==> config.mk <==
export PLATFORM = sky130hd
export DESIGN_NAME = mul_unit_flat
export DESIGN_NICKNAME = d
export VERILOG_FILES = /design/src/rtl/mul_unit_if.sv /design/src/rtl/mul_unit.sv /design/src/flat_wrapper.sv
export SDC_FILE = /design/constraint.sdc
export NUM_CORES = 1
export LEC_CHECK = 0
export ABC_CLOCK_PERIOD_IN_PS = 3100
export CORE_ASPECT_RATIO = 0.7
export CORE_MARGIN = 2
export CORE_UTILIZATION = 47
export DETAILED_ROUTE_END_ITERATION = 8
export PLACE_DENSITY = 0.75
export SLEW_MARGIN = 20
export SYNTH_ARGS = -nofsm -noshare
export SYNTH_HDL_FRONTEND = slang
export SYNTH_SLANG_ARGS = --single-unit
==> constraint.sdc <==
create_clock -name clk -period 3.1 [get_ports clk]
set_clock_uncertainty 0.2 [all_clocks]
set_input_delay 0.775 -clock clk [delete_from_list [all_inputs] [get_ports clk]]
set_output_delay 0.775 -clock clk [all_outputs]
set_load 0.05 [all_outputs]
==> src/rtl/mul_unit_if.sv <==
// mul_unit_if: handshake and operand/result bundle for the iterative multiplier.
//   slave  modport (the multiplier): start, accumulate, set_flags, Rm, Rs, Rn,
//          ARd_in in; busy, done, result, ARd_out, wen_Rd, flag_n, flag_z out.
//   master modport (control path / register file): the mirror image.
interface mul_unit_if #(
   parameter int WIDTH = 32
);
   logic             start;
   logic             accumulate;
   logic             set_flags;
   logic [WIDTH-1:0] Rm;
   logic [WIDTH-1:0] Rs;
   logic [WIDTH-1:0] Rn;
   logic [3:0]       ARd_in;
   logic             busy;
   logic             done;
   logic [WIDTH-1:0] result;
   logic [3:0]       ARd_out;
   logic             wen_Rd;
   logic             flag_n;
   logic             flag_z;

   modport slave (
      input  start, accumulate, set_flags, Rm, Rs, Rn, ARd_in,
      output busy, done, result, ARd_out, wen_Rd, flag_n, flag_z
   );

   modport master (
      output start, accumulate, set_flags, Rm, Rs, Rn, ARd_in,
      input  busy, done, result, ARd_out, wen_Rd, flag_n, flag_z
   );
endinterface

==> src/rtl/mul_unit.sv <==
// mul_unit: iterative shift-add multiplier for ARM MUL / MLA.
//   Rd = Rm*Rs (MUL) or Rd = Rm*Rs + Rn (MLA), low WIDTH bits only.
//   Ports:
//     clk  - clock, rising edge
//     rst  - synchronous active-high reset, aborts any operation
//     bus  - mul_unit_if.slave: start/operands in, busy/done/result/
//            ARd_out/wen_Rd/flag_n/flag_z out
//   Each operation takes WIDTH/STEP RUN cycles followed by a single DONE
//   cycle; a new start may be accepted in that DONE cycle.
module mul_unit #(
   parameter int WIDTH = 32,
   parameter int STEP  = 1
) (
   input logic       clk,
   input logic       rst,
   mul_unit_if.slave bus
);

   localparam int N  = WIDTH / STEP;
   localparam int CW = $clog2(N + 1);
   localparam logic [CW-1:0] LAST = CW'(N - 1);

   generate
      if (!(STEP == 1 || STEP == 2 || STEP == 4)) begin : g_bad_step
         $error("mul_unit: STEP must be 1, 2 or 4");
      end
   endgenerate

   typedef enum logic [1:0] {
      IDLE = 2'd0,
      RUN  = 2'd1,
      DONE = 2'd2
   } state_t;

   state_t           state;
   logic [CW-1:0]    count;
   logic [WIDTH-1:0] acc;
   logic [WIDTH-1:0] mcand;
   logic [WIDTH-1:0] mplier;
   logic             sf_lat;
   logic [3:0]       ard_lat;

   logic             busy_r;
   logic             done_r;
   logic [WIDTH-1:0] result_r;
   logic [3:0]       ard_out_r;
   logic             wen_r;
   logic             flag_n_r;
   logic             flag_z_r;

   logic [WIDTH-1:0] partial;
   logic [WIDTH-1:0] acc_next;

   // Partial product for this cycle: the multiplicand (already pre-shifted
   // by the bits retired so far) times the low STEP bits of the multiplier.
   // Built as a small sum of shifted copies so no real multiplier is needed.
   always_comb begin
      partial = '0;
      for (int i = 0; i < STEP; i++) begin
         if (mplier[i]) begin
            partial = partial + (mcand << i);
         end
      end
      acc_next = acc + partial;
   end

   // Single control process. Outputs are registered; result, ARd_out and
   // the flags are only written on entry to DONE so they hold across IDLE.
   // done and wen_Rd default low every cycle so they pulse for one cycle.
   always_ff @(posedge clk) begin
      if (rst) begin
         state     <= IDLE;
         count     <= '0;
         acc       <= '0;
         mcand     <= '0;
         mplier    <= '0;
         sf_lat    <= 1'b0;
         ard_lat   <= 4'd0;
         busy_r    <= 1'b0;
         done_r    <= 1'b0;
         result_r  <= '0;
         ard_out_r <= 4'd0;
         wen_r     <= 1'b0;
         flag_n_r  <= 1'b0;
         flag_z_r  <= 1'b0;
      end else begin
         done_r <= 1'b0;
         wen_r  <= 1'b0;
         case (state)
            IDLE, DONE: begin
               if (bus.start) begin
                  mcand   <= bus.Rm;
                  mplier  <= bus.Rs;
                  acc     <= bus.accumulate ? bus.Rn : '0;
                  sf_lat  <= bus.set_flags;
                  ard_lat <= bus.ARd_in;
                  count   <= '0;
                  busy_r  <= 1'b1;
                  state   <= RUN;
               end else begin
                  state <= IDLE;
               end
            end
            RUN: begin
               acc    <= acc_next;
               mcand  <= mcand << STEP;
               mplier <= mplier >> STEP;
               count  <= count + 1'b1;
               // Fixed latency: the last retirement step finishes the op.
               if (count == LAST) begin
                  state     <= DONE;
                  busy_r    <= 1'b0;
                  done_r    <= 1'b1;
                  result_r  <= acc_next;
                  ard_out_r <= ard_lat;
                  // R15 is the PC and is never written from here.
                  wen_r     <= (ard_lat != 4'd15);
                  if (sf_lat) begin
                     flag_n_r <= acc_next[WIDTH-1];
                     flag_z_r <= (acc_next == '0);
                  end
               end
            end
            default: begin
               state  <= IDLE;
               busy_r <= 1'b0;
            end
         endcase
      end
   end

   assign bus.busy    = busy_r;
   assign bus.done    = done_r;
   assign bus.result  = result_r;
   assign bus.ARd_out = ard_out_r;
   assign bus.wen_Rd  = wen_r;
   assign bus.flag_n  = flag_n_r;
   assign bus.flag_z  = flag_z_r;

endmodule

==> src/flat_wrapper.sv <==
// flat-port wrapper written by rule: the top's interface ports become plain ports
module mul_unit_flat 
#(
   parameter int WIDTH = 32,
   parameter int STEP  = 1
)
  (clk, rst, bus_start, bus_accumulate, bus_set_flags, bus_Rm, bus_Rs, bus_Rn, bus_ARd_in, bus_busy, bus_done, bus_result, bus_ARd_out, bus_wen_Rd, bus_flag_n, bus_flag_z);
  mul_unit_if #(.WIDTH(WIDTH)) bus_i ();
  input logic clk;
  input logic rst;
  input wire logic [$bits(bus_i.start)-1:0] bus_start;
  input wire logic [$bits(bus_i.accumulate)-1:0] bus_accumulate;
  input wire logic [$bits(bus_i.set_flags)-1:0] bus_set_flags;
  input wire logic [$bits(bus_i.Rm)-1:0] bus_Rm;
  input wire logic [$bits(bus_i.Rs)-1:0] bus_Rs;
  input wire logic [$bits(bus_i.Rn)-1:0] bus_Rn;
  input wire logic [$bits(bus_i.ARd_in)-1:0] bus_ARd_in;
  output wire logic [$bits(bus_i.busy)-1:0] bus_busy;
  output wire logic [$bits(bus_i.done)-1:0] bus_done;
  output wire logic [$bits(bus_i.result)-1:0] bus_result;
  output wire logic [$bits(bus_i.ARd_out)-1:0] bus_ARd_out;
  output wire logic [$bits(bus_i.wen_Rd)-1:0] bus_wen_Rd;
  output wire logic [$bits(bus_i.flag_n)-1:0] bus_flag_n;
  output wire logic [$bits(bus_i.flag_z)-1:0] bus_flag_z;
  assign bus_i.start = bus_start;
  assign bus_i.accumulate = bus_accumulate;
  assign bus_i.set_flags = bus_set_flags;
  assign bus_i.Rm = bus_Rm;
  assign bus_i.Rs = bus_Rs;
  assign bus_i.Rn = bus_Rn;
  assign bus_i.ARd_in = bus_ARd_in;
  assign bus_busy = bus_i.busy;
  assign bus_done = bus_i.done;
  assign bus_result = bus_i.result;
  assign bus_ARd_out = bus_i.ARd_out;
  assign bus_wen_Rd = bus_i.wen_Rd;
  assign bus_flag_n = bus_i.flag_n;
  assign bus_flag_z = bus_i.flag_z;
  mul_unit #(.WIDTH(WIDTH), .STEP(STEP)) u_core (.clk(clk), .rst(rst), .bus(bus_i));
endmodule
==> results of run 1 <==
[cells in the mapped netlist (5+ instances only)]
cell	n
nand3_1	11
a21o_1	14
and2_1	38
nor3_1	14
and3_1	6
dfxtp_1	150
xnor2_1	9
ha_1	32
nor4_1	5
xor2_1	11
clkbuf_1	63
inv_1	6
a21oi_1	137
or2_2	5
a211oi_1	8
nand4_1	7
a22oi_1	69
nor2b_1	5
a222oi_1	27
nand2_1	164
o211ai_1	6
o21ai_0	13
nor2_1	69
[sequential cells by signal, summed over array words and instances (netlist names)]
signal / flops
u_core.mplier: 32
u_core.bus.done: 1
u_core.bus.wen_Rd: 1
u_core.count: 6
u_core.mcand: 32
u_core.state: 2
u_core.bus.flag_n: 1
u_core.bus.ARd_out: 4
u_core.ard_lat: 4
u_core.bus.busy: 1
u_core.bus.flag_z: 1
u_core.sf_lat: 1
u_core.acc: 32
u_core.bus.result: 32
[placed cells by master, fill, tap and decap left out, types with 9 or more instances in the layout]
master / netlist / routed
a21o_1: 14 / 14
a21oi_1: 137 / 125
a21oi_2: 0 / 10
a222oi_1: 27 / 27
a22oi_1: 69 / 69
and2_1: 38 / 26
and2_4: 0 / 12
buf_4: 1 / 98
clkbuf_16: 0 / 17
clkdlybuf4s50_1: 0 / 144
dfxtp_1: 150 / 149
ha_1: 32 / 12
ha_4: 0 / 17
nand2_1: 164 / 161
nand3_1: 11 / 9
nor2_1: 69 / 67
nor3_1: 14 / 12
xor2_1: 11 / 9
[per-layer routing]
metal	global-route usage, %	up-vias
met5	0	-
met4	8.746	0
met2	41.44	373
met1	39.12	3850
met3	5.981	57
li1	-	3829
[stage by stage]
step | TNS [ns] | setup slack, ns | hold WS, ns
6_report | -0.7987 | -0.1627 | 0.2533
4_1_cts | -0.1138 | -0.07458 | 0.2558
3_3_place_gp | -1.161 | -0.1790 | 0.2410
2_1_floorplan | 0 | 0.01009 | 0.2362
5_1_grt | -1.945 | -0.2802 | 0.2722
3_5_place_dp | -2.324 | -0.2741 | 0.2459
[critical path, cell delays in order, from the launching register on]
cell and delay (ns):
dfxtp_4 0.36, buf_12 0.14, and2_4 0.14, ha_4 0.23, a21o_1 0.17, a31o_4 0.23, a22o_4 0.24, o31a_1 0.38
o311a_1 0.37, o21ai_2 0.15, a21boi_2 0.09, nor3_1 0.27, nand4_1 0.14, nand2_1 0.08
[final cells by class]
| type | count | share of cell area, % |
|---|---|---|
| Inverter | 6 | 0.2026 |
| Clock inverter | 15 | 1.823 |
| Sequential cell | 150 | 27.05 |
| Clock buffer | 17 | 3.827 |
| Multi-Input combinational cell | 717 | 44.24 |
| Tap cell | 200 | 2.251 |
| Timing Repair Buffer | 249 | 20.61 |
[cell families after synthesis]
| family | count (synthesis) |
|---|---|
| DFF | 150 |
| muxes | 3 |
| and+or+nand+nor | 346 |
| AOI/OAI and AO/OA | 315 |
| xor gates and xnor gates | 20 |
| adders and majority gates | 33 |
| buffers and inverters | 76 |
[report_power, final]
part / total [mW] / switching [mW] / leakage, nW / internal [mW]
logic: 0.798 / 0.412 / 2.84 / 0.386
clock network: 2.25 / 0.942 / 0.309 / 1.31
registers: 2.08 / 0.0659 / 1.22 / 2.02
total: 5.13 / 1.42 / 4.37 / 3.71
[worst min path at each step]
stage | startpoint | endpoint | slack [ns] | depth (start not counted)
2_1_floorplan | u_core.acc[0]$_SDFFE_PP0P_ | u_core.acc[0]$_SDFFE_PP0P_ | 0.24 | 2
3_3_place_gp | u_core.bus.result[24]$_SDFFE_PP0P_ | u_core.bus.result[24]$_SDFFE_PP0P_ | 0.24 | 2
3_5_place_dp | u_core.bus.result[24]$_SDFFE_PP0P_ | u_core.bus.result[24]$_SDFFE_PP0P_ | 0.25 | 2
4_1_cts | u_core.bus.result[24]$_SDFFE_PP0P_ | u_core.bus.result[24]$_SDFFE_PP0P_ | 0.26 | 2
5_1_grt | u_core.mplier[6]$_SDFFE_PP0P_ | u_core.mplier[6]$_SDFFE_PP0P_ | 0.27 | 2
6_report | u_core.bus.result[18]$_SDFFE_PP0P_ | u_core.bus.result[18]$_SDFFE_PP0P_ | 0.25 | 2
[repair_timing]
action / in CTS / in global routing
endpoints found under the setup margin: 23 / 25
endpoints found under the hold margin: 0 / 0
buffers inserted: 9 / 5
pin swaps: 32 / 33
resized for setup: 59 / 39
==> results.json, run 1 <==
{
  "fin_ws_ns": -0.1627,
  "core_sq_um": 15690,
  "gp_congestion": 0.9233,
  "vias": 8109,
  "period_share_pct": 105.2,
  "period_needed_ns": 3.263,
  "power.leakage_nw": 4.368,
  "drive_gt1_share_pct": 20.88,
  "route.met2.wl_mm": 11.06,
  "die-area_sq_um": 17320,
  "viasPerCell": 5.989,
  "synth-seq-area-share_pct": 39.27,
  "hold_viol_final": 0,
  "cp-start-kind": "flip-flop",
  "cts-root-buf": "clkbuf_16",
  "worst_pin_slew_ns": 0.8152,
  "antenna_found_initial": 0,
  "ios": 146,
  "port_buffers": 145,
  "avgSynthCellArea_sq_um": 8.110,
  "syn_nets": 1081,
  "grt_usage_pct": 27.50,
  "grt_pass1_vias": 7534,
  "cts_tree": "done",
  "clk_latency_ns": 0.43,
  "wl_per_cell_um": 18.33,
  "fp-row-count": 38,
  "final_area_sq_um": 11120,
  "numCtsBuffers": 17,
  "violations": "negative setup slack",
  "yosys.area.top_type": "dfxtp_1",
  "synth-simple-area-share_pct": 20.80,
  "critPathKind": "reg -> reg",
  "rsz0062_at_grt": "true",
  "synth_top_family_by_area": "compound AO/OA/AOI/OAI gates",
  "status": "complete, but fails checks",
  "reg2reg_slack_ns": -0.16,
  "path_max_fanout": 15,
  "total_power_mw": 5.129,
  "yosys_warnings": 0,
  "ys_ff_latch": 150,
  "stdcell_count": 1354,
  "reg2reg_to": "u_core.bus.flag_z$_SDFFE_PP0P_",
  "async_flop_share_pct": 0,
  "crit_end": "u_core.bus.flag_z$_SDFFE_PP0P_",
  "clkTransAtPathRegs_ns": 0.07,
  "setup-violations-final": 11,
  "rr_worst_depth": 13,
  "drtIter0Drc": 760,
  "grt_max_degree": 77,
  "cap_violations": 0,
  "synth_top_area_share_pct": 39.27,
  "arrival_ns": 3.43,
  "slew_viol_final": 0,
  "wl_met3_mm": 1.886,
  "start_util_pct": 48.74,
  "postRouteWirelength_mm": 24.81,
  "area_growth_pct": 45.37,
  "hp-class": "reg -> reg",
  "synth_xor_area_share_pct": 2.291,
  "synthCells": 943,
  "n_antenna_cell": 0,
  "num-fill-cells": 1188,
  "synthesis.area_sq_um": 7647,
  "drtAntennaViolNets": 0,
  "worstReg2RegStart": "u_core.mplier[0]$_SDFFE_PP0P_",
  "synth_mux_area_share_pct": 0.4090,
  "ys_types": 63,
  "clockBufferDepth": 2,
  "critPathCaptureType": "flip-flop",
  "grt_first_pass_wirelength_mm": 38.50,
  "place_area_sq_um": 9851,
  "die_w_um": 156.5,
  "synth_edf_count": 0,
  "placedCellCount": 1309,
  "drc": 0,
  "synth_top_flop_cell": "dfxtp_1",
  "peakVddDrop_mv": 0.3470,
  "die_y_um": 110.7,
  "clock_sink_count": 150,
  "place_hpwl_mm": 16.17,
  "final_core_util_pct": 70.85,
  "final-seq-area_sq_um": 3007,
  "h-tree-depth": 4,
  "drtPass1Iterations": 6,
  "synth_compound_area_share_pct": 27.75,
  "cellPowerDensity_nw_per_um2": 461.4,
  "cp-startpoint": "u_core.mplier[0]$_SDFFE_PP0P_",
  "crit_required_ns": 3.27,
  "synthAdderAreaFrac_pct": 5.497,
  "multiInputGateArea_sq_um": 4918,
  "routed.top_layer": "met4",
  "grt_overflow": 0,
  "ctsHoldBuffers": 0,
  "slew_headroom_pct": 45.65,
  "layout.nets": 1279,
  "drt-met1-wl_mm": 11.30,
  "fmax_mhz": 306.5,
  "yosys-top-cells-area": "dfxtp_1 (39%), a21oi_1 (9.0%), nand2_1 (8.0%), a22oi_1 (6.8%), ha_1 (5.2%)"
}
(Power assumes the default switching activity.)
==> run 2, diff against run 1 <==
--- a/config.mk
+++ b/config.mk
@@ -10,6 +10,8 @@
 export CORE_MARGIN = 2
 export CORE_UTILIZATION = 47
 export DETAILED_ROUTE_END_ITERATION = 8
+export GPL_TIMING_DRIVEN = 0
+export MAX_ROUTING_LAYER = met4
 export PLACE_DENSITY = 0.75
 export SLEW_MARGIN = 20
 export SYNTH_ARGS = -nofsm -noshare
==> run 2 against run 1 <==
  * The run still ends with negative setup slack left
  * Combinational power increased by 2%
  * Critical endpoint unchanged
  * Final area shrank 1.2%
  * Wire length is 6.9% higher
  * Sequential share of layout area grew 0.34 points
  * Worst hold slack hardly changed
==> results.json, run 2 (synthesized netlist as in run 1, its figures left out) <==
{
  "final-seq-area_sq_um": 3007,
  "crit_required_ns": 3.27,
  "viasPerCell": 6.153,
  "numCtsBuffers": 17,
  "layout.nets": 1281,
  "clk_latency_ns": 0.43,
  "stdcell_count": 1356,
  "ctsHoldBuffers": 0,
  "fin_ws_ns": -0.3696,
  "grt_max_degree": 17,
  "grt_overflow": 0,
  "wl_met3_mm": 2.575,
  "slew_headroom_pct": 46.79,
  "place_hpwl_mm": 17.58,
  "cellPowerDensity_nw_per_um2": 453.8,
  "final_cell_mix": "nand2_1 (158), dfxtp_1 (149), clkdlybuf4s50_1 (144), a21oi_1 (124), a22oi_1 (69)",
  "cp-start-kind": "flip-flop",
  "fmax_mhz": 288.2,
  "drtIter0Drc": 1086,
  "num-fill-cells": 1215,
  "layout_commonest_cell": "nand2_1",
  "hp-class": "reg -> reg",
  "placedCellCount": 1287,
  "ios": 146,
  "drtAntennaViolNets": 0,
  "rr_worst_depth": 14,
  "start_util_pct": 48.74,
  "place_area_sq_um": 9366,
  "die_y_um": 110.7,
  "hold_viol_final": 0,
  "drtPass1Iterations": 7,
  "grt_usage_pct": 30.60,
  "fp-row-count": 38,
  "clkTransAtPathRegs_ns": 0.07,
  "critPathKind": "reg -> reg",
  "drt-met1-wl_mm": 11.42,
  "antenna_found_initial": 0,
  "port_buffers": 144,
  "violations": "negative setup slack",
  "grt_first_pass_wirelength_mm": 40.88,
  "rsz0062_at_grt": "true",
  "cts_tree": "done",
  "clock_sink_count": 150,
  "grt_pass1_vias": 7644,
  "drive_gt1_share_pct": 16.87,
  "routed.top_layer": "met4",
  "status": "complete, but fails checks",
  "clockBufferDepth": 2,
  "cp-startpoint": "u_core.mplier[0]$_SDFFE_PP0P_",
  "crit_end": "u_core.bus.flag_z$_SDFFE_PP0P_",
  "peakVddDrop_mv": 0.3466,
  "period_needed_ns": 3.470,
  "final_area_sq_um": 10980,
  "postRouteWirelength_mm": 26.53,
  "worstReg2RegStart": "u_core.mplier[0]$_SDFFE_PP0P_",
  "gp_congestion": 0.9364,
  "worst_pin_slew_ns": 0.7982,
  "die-area_sq_um": 17320,
  "pre_cts_slack_ns": -0.7678,
  "critPathCaptureType": "flip-flop",
  "slew_viol_final": 0,
  "n_antenna_cell": 0,
  "drc": 0,
  "period_share_pct": 111.9,
  "multiInputGateArea_sq_um": 5026,
  "die_w_um": 156.5,
  "path_max_fanout": 5,
  "area_growth_pct": 43.57,
  "vias": 8343,
  "reg2reg_to": "u_core.bus.flag_z$_SDFFE_PP0P_",
  "reg2reg_slack_ns": -0.37,
  "route.met2.wl_mm": 11.91,
  "holdCritStartpoint": "u_core.bus.result[16]$_SDFFE_PP0P_",
  "h-tree-depth": 4,
  "wl_per_cell_um": 19.56,
  "power.leakage_nw": 4.151,
  "core_sq_um": 15690,
  "cts-root-buf": "clkbuf_16",
  "cap_violations": 0,
  "setup-violations-final": 22,
  "arrival_ns": 3.64
}
run 2: cell count changes in the layout (fill, tap and decap cells not counted), moves of 3 or more:
cell and change:
buf_4 -64, clkbuf_1 +56, clkinv_4 +5, clkbuf_8 +4, inv_8 -4, buf_1 +3
ha_1 +3, ha_4 -3, nand2_1 -3, nand2_2 +3, xnor2_1 -3
run 2: worst max-delay path: stages (launching register included):
cell and delay [ns]:
dfxtp_4 0.39, buf_12 0.14, clkbuf_8 0.14, and2_4 0.15
ha_4 0.26, a21oi_4 0.15, o21ai_4 0.10, or2_2 0.31
o31a_1 0.39, o311a_1 0.41, o21ai_2 0.17, a21boi_2 0.09
nor3_2 0.28, nand4_1 0.13, nand2_1 0.08
run 2: layout make-up:
class                      instances  share of cell area, %
inverter                           6                 0.2051
multi-input combinational        717                  45.78
buffer                            66                  2.712
tap                              200                  2.279
clock inverter                    14                  1.265
sequential                       150                  27.38
clock buffer                      18                  4.000
timing repair buffer             185                  16.38
run 2: metal layers:
metal / track usage [%] / vias up
met4: 9.113 / 0
li1: - / 3842
met1: 42.32 / 3958
met2: 45.55 / 475
met3: 5.708 / 68
met5: - / -
run 2: through the flow:
| stage | util, % | total power [mW] | setup TNS, ns | hold WS, ns |
|---|---|---|---|---|
| after floorplan | - | 2.498 | 0 | 0.2362 |
| after global placement | 59.70 | 2.779 | -26.80 | 0.2426 |
| after detailed placement | 59.70 | 2.789 | -30.00 | 0.2462 |
| after CTS | 68.26 | 4.905 | -1.656 | 0.2550 |
| after global routing | 69.98 | 5.125 | -5.795 | 0.2720 |
| final | 69.98 | 4.982 | -3.934 | 0.2534 |
run 2: how the worst min path moves through the flow:
stage	to	cells past startpoint
5_1_grt	u_core.bus.result[3]$_SDFFE_PP0P_	2
4_1_cts	u_core.bus.result[16]$_SDFFE_PP0P_	2
2_1_floorplan	u_core.acc[0]$_SDFFE_PP0P_	2
6_report	u_core.bus.result[16]$_SDFFE_PP0P_	2
3_3_place_gp	u_core.bus.result[27]$_SDFFE_PP0P_	2
3_5_place_dp	u_core.bus.result[16]$_SDFFE_PP0P_	2
run 2: power by group:
| group | switching [mW] | leakage [nW] | internal, mW |
|---|---|---|---|
| combinational | 0.441 | 2.64 | 0.375 |
| sequential | 0.0694 | 1.22 | 2.02 |
| clock | 0.932 | 0.288 | 1.15 |
run 2: timing repair:
| item | in CTS | in global routing |
|---|---|---|
| pin swaps | 58 | 52 |
| endpoints found under the setup margin | 45 | 51 |
| gates cloned | 2 | 0 |
| resized for setup | 94 | 50 |
| setup buffers | 32 | 10 |
==> run 3, diff against run 2 <==
--- a/config.mk
+++ b/config.mk
@@ -5,15 +5,14 @@
 export SDC_FILE = /design/constraint.sdc
 export NUM_CORES = 1
 export LEC_CHECK = 0
-export ABC_CLOCK_PERIOD_IN_PS = 3100
+export ABC_CLOCK_PERIOD_IN_PS = 4200
 export CORE_ASPECT_RATIO = 0.7
 export CORE_MARGIN = 2
-export CORE_UTILIZATION = 47
+export CORE_UTILIZATION = 50
 export DETAILED_ROUTE_END_ITERATION = 8
 export GPL_TIMING_DRIVEN = 0
 export MAX_ROUTING_LAYER = met4
-export PLACE_DENSITY = 0.75
-export SLEW_MARGIN = 20
+export PLACE_DENSITY = 0.76
 export SYNTH_ARGS = -nofsm -noshare
 export SYNTH_HDL_FRONTEND = slang
 export SYNTH_SLANG_ARGS = --single-unit
==> constraint.sdc (replaced) <==
create_clock -name clk -period 4.2 [get_ports clk]
set_clock_uncertainty 0.2 [all_clocks]
set_input_delay 1.05 -clock clk [delete_from_list [all_inputs] [get_ports clk]]
set_output_delay 1.05 -clock clk [all_outputs]
set_load 0.05 [all_outputs]
==> run 3 against run 2 <==
  * Register-to-register slack gained 0.65 ns
  * Clock power decreased by 27%
  * Largest power group unchanged
  * Combinational power decreased by 38%
  * Critical path depth down 1
  * Cell count shrank 3.1%
  * The flow now finishes without violations
  * Global-route usage is 1.2 points lower
  * Maximum frequency shrank 11%
  * Sequential share of layout area increased by 2.9 points
  * Flip-flop and latch count is the same
==> results.json, run 3 (synthesized netlist as in run 1, its figures left out) <==
{
  "drive_gt1_share_pct": 5.541,
  "pre_cts_slack_ns": 0.1188,
  "grt_first_pass_wirelength_mm": 37.46,
  "die_y_um": 107.5,
  "gp_congestion": 0.9079,
  "postRouteWirelength_mm": 23.39,
  "power.leakage_nw": 3.810,
  "drtIter0Drc": 727,
  "grt_overflow": 0,
  "crit_path_max_incr_delay_ns": 0.43,
  "drtAntennaViolNets": 0,
  "grt_pass1_vias": 7270,
  "fp-row-count": 37,
  "final_core_util_pct": 67.02,
  "cellPowerDensity_nw_per_um2": 358.9,
  "reg2reg_to": "u_core.bus.flag_z$_SDFFE_PP0P_",
  "critPathKind": "reg -> reg",
  "clk_latency_ns": 0.43,
  "clock_sink_count": 150,
  "numCtsBuffers": 17,
  "cp-start-kind": "flip-flop",
  "n_antenna_cell": 0,
  "path_max_fanout": 10,
  "holdWs_ns": 0.2559,
  "start_util_pct": 51.62,
  "drc": 0,
  "gr-usage-met2_pct": 44.50,
  "port_buffers": 144,
  "hold_viol_final": 0,
  "setup-tns-final_ns": 0,
  "cts_tree": "done",
  "fmax_mhz": 255.2,
  "critPathCaptureType": "flip-flop",
  "period_share_pct": 93.30,
  "holdCritStartpoint": "u_core.bus.result[13]$_SDFFE_PP0P_",
  "period_needed_ns": 3.919,
  "cp_cell_sequence": "clkbuf_1 > and2_1 > ha_1 > a21oi_1 > o21ai_0 > or2_2 > o31a_1 > o311a_1 > o21ai_1 > a21boi_1 > nor3_1 > nand4_1 > nand2_1",
  "reg2reg_slack_ns": 0.28,
  "worstReg2RegStart": "u_core.mplier[0]$_SDFFE_PP0P_",
  "ctsHoldBuffers": 0,
  "peakVddDrop_mv": 0.2695,
  "ios": 146,
  "wl_per_cell_um": 17.80,
  "rr_worst_depth": 13,
  "setup-violations-final": 0,
  "stdcell_count": 1314,
  "area_growth_pct": 29.83,
  "critPathSlowestCell": "dfxtp_2",
  "die-area_sq_um": 16320,
  "antenna_found_initial": 0,
  "layout.nets": 1244,
  "hp-class": "reg -> reg",
  "grt_usage_pct": 29.37,
  "cts-root-buf": "clkbuf_16",
  "whs_endpoint": "u_core.bus.result[13]$_SDFFE_PP0P_",
  "core_sq_um": 14810,
  "place_area_sq_um": 9333,
  "status": "finished, final reports clean",
  "num-fill-cells": 1302,
  "grtUsageMet3_pct": 5.797,
  "fin_ws_ns": 0.2814,
  "drtPass1Iterations": 5,
  "slew_headroom_pct": 44.28,
  "grt_most_used_layer": "met2",
  "hold_depth": 2,
  "grt_max_degree": 17,
  "final_cell_mix": "nand2_1 (164), dfxtp_1 (149), clkdlybuf4s50_1 (144), a21oi_1 (137)",
  "die_w_um": 151.8,
  "clkTransAtPathRegs_ns": 0.07,
  "place_hpwl_mm": 17.25,
  "total_power_mw": 3.563,
  "cap_violations": 0,
  "layout_commonest_cell": "nand2_1",
  "worst_pin_slew_ns": 0.8327,
  "use_met1_pct": 40.25,
  "viasPerCell": 5.887,
  "slew_viol_final": 0,
  "h-tree-depth": 4,
  "crit_required_ns": 4.37,
  "rsz0062_at_grt": "false",
  "arrival_ns": 4.09,
  "vias": 7735,
  "clockBufferDepth": 2,
  "final_area_sq_um": 9928,
  "placedCellCount": 1282
}
[run 3: cell count changes in the layout (fill, tap and decap cells not counted), moves of 6 or more]
| cell | change |
|---|---|
| ha_4 | -14 |
| a21oi_1 | +13 |
| ha_1 | +17 |
| a21oi_2 | -9 |
| clkbuf_1 | +6 |
| and2_4 | -11 |
| nand2_2 | -6 |
| nand2_1 | +6 |
| and2_1 | +11 |
| buf_4 | -33 |
[run 3: layout make-up]
class | count | area, sq um | area share (%)
Clock buffer | 17 | 425.4 | 4.285
Buffer | 70 | 284.0 | 2.861
Multi-Input combinational cell | 717 | 4353 | 43.84
Sequential cell | 150 | 3004 | 30.26
Tap cell | 195 | 244.0 | 2.457
Inverter | 6 | 22.52 | 0.2268
Timing Repair Buffer | 144 | 1441 | 14.52
Clock inverter | 15 | 153.9 | 1.550
[run 3: timing repair]
item | in CTS | in global routing
setup endpoints to repair | 0 | 3
buffers inserted | 0 | 0
resized for setup | 0 | 6
[run 3: report_power, final]
part           switching (mW)  total, mW  internal [mW]
clock                   0.685       1.52          0.840
sequential             0.0463       1.53           1.49
combinational           0.284      0.504          0.219
total                    1.02       3.56           2.55
[run 3: worst max-delay path by stage]
stage | end | start | slack (ns) | cells past startpoint
after floorplan | u_core.bus.flag_z$_SDFFE_PP0P_ | u_core.mplier[0]$_SDFFE_PP0P_ | 0.92 | 14
after global placement | u_core.bus.flag_z$_SDFFE_PP0P_ | u_core.mplier[0]$_SDFFE_PP0P_ | 0.15 | 12
after detailed placement | u_core.bus.flag_z$_SDFFE_PP0P_ | u_core.mplier[0]$_SDFFE_PP0P_ | 0.12 | 12
after CTS | u_core.bus.flag_z$_SDFFE_PP0P_ | u_core.mplier[0]$_SDFFE_PP0P_ | 0.07 | 12
after global routing | u_core.bus.flag_z$_SDFFE_PP0P_ | u_core.mplier[0]$_SDFFE_PP0P_ | 0.10 | 12
final | u_core.bus.flag_z$_SDFFE_PP0P_ | u_core.mplier[0]$_SDFFE_PP0P_ | 0.28 | 13
[run 3: critical path: cells and delay by family (launching register included)]
family                     cells  cell delay, ns
buffers and inverters          1            0.39
DFF                            1            0.43
AOI/OAI and AO/OA              6            1.44
adders and majority gates      1            0.30
and+or+nand+nor                5            1.08
[run 3: metal layers]
| layer | up-vias | wire length [um] |
|---|---|---|
| li1 | 3764 | - |
| met1 | 3608 | 11040 |
| met2 | 323 | 10100 |
| met3 | 40 | 1829 |
| met4 | 0 | 424 |
| met5 | - | 0 |
